$ cat src/rtl/jtshouse_cus116_pkg.sv
// Shared types and constants for the CUS116 raster window / IRQ consumer.
package jtshouse_cus116_pkg;

    localparam int COORD_W     = 9;
    localparam int DEFAULT_DLY = 2;

    typedef logic [COORD_W-1:0] coord_t;

    typedef enum logic [1:0] {
        IDLE    = 2'd0,
        ARMED   = 2'd1,
        PENDING = 2'd2
    } irq_state_t;

endpackage

$ cat src/rtl/jtshouse_cus116_dly.sv
// 1-bit shift register with clock enable; N=0 degenerates to a wire.
module jtshouse_cus116_dly #(
    parameter int N = 2
)(
    input  logic clk,
    input  logic rst,
    input  logic cen,
    input  logic d,
    output logic q
);

    generate
        if (N == 0) begin : g_pass
            assign q = d;
        end else begin : g_sr
            logic [N-1:0] sr;

            // NOTE: the stages are plain flops, so clearing them on reset is
            // cheap and keeps a stale window from leaking out after reset.
            always_ff @(posedge clk or posedge rst) begin
                if (rst) begin
                    sr <= '0;
                end else if (cen) begin
                    sr[0] <= d;
                    for (int i = 1; i < N; i++) begin
                        sr[i] <= sr[i-1];
                    end
                end
            end

            assign q = sr[N-1];
        end
    endgenerate

endmodule

$ cat src/rtl/jtshouse_cus116_raster.sv
// CUS116 raster consumer: per-line shadowed clip window and raster IRQ.
// Optional macro JTSHOUSE_CUS116_AUTOCLR_EN adds a pending-IRQ self-clear timer.
module jtshouse_cus116_raster
    import jtshouse_cus116_pkg::*;
#(
    parameter int DLY     = DEFAULT_DLY,
    parameter int AUTOCLR = 64
)(
    input  logic        rst,
    input  logic        clk,
    input  logic        pxl_cen,
    input  logic [8:0]  hdump,
    input  logic [8:0]  vdump,
    input  logic        hs,
    input  logic [8:0]  left,
    input  logic [8:0]  right,
    input  logic [8:0]  top,
    input  logic [8:0]  bottom,
    input  logic [15:0] hirq,
    input  logic [15:0] virq,
    input  logic        irq_en,
    input  logic        irq_ack,
    output logic        win,
    output logic        irq,
    output logic        line_win
);

    logic       hs_l;
    logic       hs_rise;
    coord_t     lsh, rsh, hsh, vsh;
    logic       raw;
    logic       pos_match;
    irq_state_t state;

    // Only the low 9 bits of the IRQ position registers are meaningful.
    logic unused_bits;
    assign unused_bits = ^{hirq[15:9], virq[15:9]};

    assign hs_rise = hs & ~hs_l;

    // NOTE: all state updates use non-blocking assignments so every flop
    // samples the pre-edge values regardless of statement order.
    always_ff @(posedge clk or posedge rst) begin
        if (rst) begin
            hs_l     <= 1'b0;
            lsh      <= '0;
            rsh      <= '0;
            hsh      <= '0;
            vsh      <= '0;
            line_win <= 1'b0;
        end else begin
            hs_l <= hs;
            if (hs_rise) begin
                lsh      <= left;
                rsh      <= right;
                hsh      <= hirq[8:0];
                vsh      <= virq[8:0];
                line_win <= (top <= vdump) && (vdump < bottom);
            end
        end
    end

    // An inverted column range (lsh >= rsh) can never satisfy both compares.
    always_ff @(posedge clk or posedge rst) begin
        if (rst) begin
            raw <= 1'b0;
        end else if (pxl_cen) begin
            raw <= line_win && (lsh <= hdump) && (hdump < rsh);
        end
    end

    jtshouse_cus116_dly #(
        .N (DLY)
    ) u_dly (
        .clk (clk),
        .rst (rst),
        .cen (pxl_cen),
        .d   (raw),
        .q   (win)
    );

    assign pos_match = (hdump == hsh) && (vdump == vsh);

`ifdef JTSHOUSE_CUS116_AUTOCLR_EN
    localparam int AC_W = $clog2(AUTOCLR + 1);
    logic [AC_W-1:0] ac_cnt;
`else
    logic unused_autoclr;
    assign unused_autoclr = ^AUTOCLR;
`endif

    always_ff @(posedge clk or posedge rst) begin
        if (rst) begin
            state  <= IDLE;
            irq    <= 1'b0;
`ifdef JTSHOUSE_CUS116_AUTOCLR_EN
            ac_cnt <= '0;
`endif
        end else begin
            case (state)
                IDLE: begin
                    irq <= 1'b0;
                    if (irq_en) state <= ARMED;
                end
                ARMED: begin
                    irq <= 1'b0;
                    if (!irq_en) begin
                        state <= IDLE;
                    end else if (pxl_cen && pos_match && !irq_ack) begin
                        // An ack landing on the match pixel swallows the IRQ.
                        state  <= PENDING;
                        irq    <= 1'b1;
`ifdef JTSHOUSE_CUS116_AUTOCLR_EN
                        ac_cnt <= '0;
`endif
                    end
                end
                PENDING: begin
                    if (irq_ack) begin
                        irq   <= 1'b0;
                        state <= irq_en ? ARMED : IDLE;
                    end
`ifdef JTSHOUSE_CUS116_AUTOCLR_EN
                    else if (pxl_cen) begin
                        if (ac_cnt == AC_W'(AUTOCLR - 1)) begin
                            irq   <= 1'b0;
                            state <= ARMED;
                        end else begin
                            ac_cnt <= ac_cnt + 1'b1;
                        end
                    end
`endif
                end
                default: begin
                    irq   <= 1'b0;
                    state <= IDLE;
                end
            endcase
        end
    end

endmodule

$ cat config.mk
export PLATFORM = sky130hd
export DESIGN_NAME = jtshouse_cus116_raster
export DESIGN_NICKNAME = d
export VERILOG_FILES = /design/src/rtl/jtshouse_cus116_pkg.sv /design/src/rtl/jtshouse_cus116_dly.sv /design/src/rtl/jtshouse_cus116_raster.sv
export SDC_FILE = /design/constraint.sdc
export NUM_CORES = 1
export LEC_CHECK = 0
export ABC_CLOCK_PERIOD_IN_PS = 2600
export BUFFER_PORTS_ARGS = -buffer_cell sky130_fd_sc_hd__buf_4
export CAP_MARGIN = 10
export CORE_UTILIZATION = 25
export CTS_BUF_LIST = sky130_fd_sc_hd__clkbuf_2
export DETAILED_ROUTE_END_ITERATION = 8
export RECOVER_POWER = 50
export SLEW_MARGIN = 20
export SYNTH_ARGS = -nofsm -noshare
export SYNTH_HDL_FRONTEND = slang
export SYNTH_SLANG_ARGS = --single-unit
export TNS_END_PERCENT = 30
$ cat constraint.sdc
create_clock -name clk -period 2.6 [get_ports clk]
set_input_delay 0.39 -clock clk [delete_from_list [all_inputs] [get_ports clk]]
set_output_delay 0.39 -clock clk [all_outputs]
set_load 0.05 [all_outputs]
==> summary.md <==
| Metric | Value |
|---|---|
| Synth top area cells | dfrtp_1 (41%), ha_1 (16%), nand2_1 (14%) |
| Synth warn | 0 |
| Worst Path Required | 2910 ps |
| Vias in the first global route | 2488 |
| Post-synth top flop | dfrtp_1 |
| Post-CTS Resized | 0 |
| Area grow syn2layout | 29.5% |
| I/O Buffers | 80 |
| Via-per-instance ratio | 4.31 |
| Total grt overflow | 0 |
| Setup crit start kind | flip-flop |
| Post-DP Area | 3450 sq um |
| Type of the worst min-delay path | in2async |
| CTS Buf Count | 5 |
| Routed via count | 2299 |
| FFs w/ async S/R, synth | 100% |
| WL final | 6.72 mm |
| Placed cells | 528 |
| Initial Util | 25.8% |
| Final worst slack | 1020 ps |
| F_max | 632 MHz |
| Clk Latency, worst-skew pair | 380 ps |
| Number of synthesized flops with an enable pin | 0 |
| PwrDens | 434 nW/um^2 |
| Mapped cell area | 2680 sq um |
| Most frequent cell after synthesis | nand2_1 |
| Slew Viols, Final | 0 |
| Final Critical Period | 1580 ps |
| Library cells used by synthesis | 28 |
| Flop and latch count out of synthesis | 44 |
| Bufs on Longest Clock Path | 2 |
| First-pass GRT wire length | 11.6 mm |
| Vert. Die Dim | 106 um |
| Wire length per cell | 12.6 um |
| Unrepaired setup endpoints after global routing | false |
| Pre-antenna DRT Iters | 4 |
| # diodes | 0 |
| FF-to-FF Start | lsh[4] |
| Synth Area per Inst | 8.48 sq um |
| CP Capture Type | flip-flop |
| Finished Layout Cells | 533 |
| Initial antenna violation count | 0 |
| Finished layout cell area | 3470 sq um |
| R2r endpoint | raw |
| Layout Skew | 8.97 ps |
| Status | finished clean |
| Fin crit share | 60.8% |
| Setup TNS | 0 ps |
| Root Driver | clkbuf_2 |
| Setup violators final | 0 |
| Sink Count | 44 |
| Pin count of the biggest net entering global routing | 30 |
| Top cells by count, synth | nand2_1 (101), dfrtp_1 (44), inv_1 (38) |
| CTS tree | yes |
| Worst slew pin tran | 1120 ps |
| Synth Instances | 316 |
| Reg-to-reg setup timing slack | 1020 ps |
| DRC | 0 |
| Final Hold Vio Count | 0 |
| DP Wirelength | 5.68 mm |
| Rel. slew slack | 25.3% |
| Leak pwr | 1.87 nW |
| WP data arrival | 1890 ps |
| Worst vdd rail ir drop | 0.000159 V |
| Reg2reg path depth | 6 |
| Total core area | 10400 sq um |
| Hold buffers post-CTS | 0 |
| Initial drt markers | 95 |
| Setup Crit Path Kind | reg2reg |
| GRT Util Overall | 13.3% |
| Routability cong. | 0.796 |
| Critical-path cell list | ha_1 -> a211oi_1 -> nand2_1 -> o21ai_0 -> a21oi_1 -> o32ai_1 |
| Clock Pin Slew Worst Setup and Hold Paths | 200 ps |
| Max stage delay on crit path | 420 ps |
| Dpl ws | 673 ps |
| IO Count | 95 |
| Antenna Nets Post-Route | 0 |
| Full die area | 11100 sq um |
| Layout cell share with drive strength beyond 1 | 22.9% |
| Die Width | 106 um |
| Max Cap Viol | 0 |
| Final nets | 525 |
| Crit-path max FO | 3 |
| CP max-delay cell | dfrtp_1 |
| Sequential area share after synthesis | 41.1% |
| Post-layout util | 33.5% |
| Synth Net Count | 442 |
| Buffer count from post-CTS setup fixing | 0 |
| H-tree Lvls | 2 |
| Row cnt | 37 |
| Area leader, netlist | dfrtp_1 |
| Yosys top cell area share | 41.1% |
## routing by layer
layer	up-vias	share of wire [%]	GRT usage, %
met2	47	48	22.5
met1	1054	46	17.3
met5	-	0	0
li1	1192	-	-
met3	6	4.7	2.54
met4	0	0.70	3.67
## where the power goes
part           internal (mW)  switching, mW  total, mW
Clock                 0.0516          0.196      0.248
Combinational          0.214          0.232      0.446
Sequential             0.765         0.0466      0.812
## stage by stage
stage / power [mW] / hold slack (ps)
2_1_floorplan: 1.08 / 421
3_3_place_gp: 1.26 / 471
3_5_place_dp: 1.28 / 472
4_1_cts: 1.54 / 60.7
5_1_grt: 1.63 / 86.2
6_report: 1.51 / 61.5
## sequential cells by signal, indices dropped and copies added, names as in the netlist
name,cells
hs_l,1
hsh,9
irq,1
line_win,1
lsh,9
raw,1
rsh,9
state,2
u_dly.g_sr.sr,2
vsh,9
## kinds of logic (layout without fill, tap and decap cells)
| family | Yosys count | after routing | synth area share (%) |
|---|---|---|---|
| flip-flops | 44 | 44 | 41.1 |
| adder cells (fa/ha/maj) | 34 | 34 | 15.9 |
| AO/OA/AOI/OAI | 40 | 40 | 9.01 |
| XOR/XNOR | 18 | 18 | 5.89 |
| buffers and inverters | 46 | 127 | 6.45 |
| AND/OR/NAND/NOR | 132 | 132 | 20.8 |
| multiplexers | 2 | 2 | 0.841 |
## how the worst max path moves through the flow
stage / startpoint / end / depth (start not counted)
6_report: lsh[4] / raw / 6
4_1_cts: hsh[0] / state[0] / 5
3_5_place_dp: vdump[6] / line_win / 8
5_1_grt: rst / u_dly.g_sr.sr[1] / 3
2_1_floorplan: vdump[6] / line_win / 7
3_3_place_gp: vdump[6] / line_win / 8
## critical path, delay by kind of cell, from the launching register on
kind,cells,cell delay (ps)
compound gates,4,710
fa+ha+maj,1,310
flops,1,420
simple gates,1,70
## placed cells by master, fill, tap and decap left out, types with 3 or more instances in the layout
master / instances
nor2_1: 4
nor3_1: 3
a211oi_1: 5
nor4_1: 3
xnor2_1: 5
dfrtp_1: 44
inv_1: 37
nand2b_1: 4
ha_1: 34
xor2_1: 13
nand2_1: 101
a21oi_1: 10
o21ai_0: 15
buf_4: 81
clkbuf_2: 5
nand4_1: 7
o21ai_1: 3
nand3_1: 4
## area by class of cell
cell class / count / area (sq um)
clock buffers: 5 / 25.0
fillers: 1133 / 6900
inverters: 38 / 143
multi-input cells: 226 / 1410
flip-flops and latches: 44 / 1100
well taps: 136 / 170
repair buffers: 84 / 623
Power figures use the tool's default switching activity.
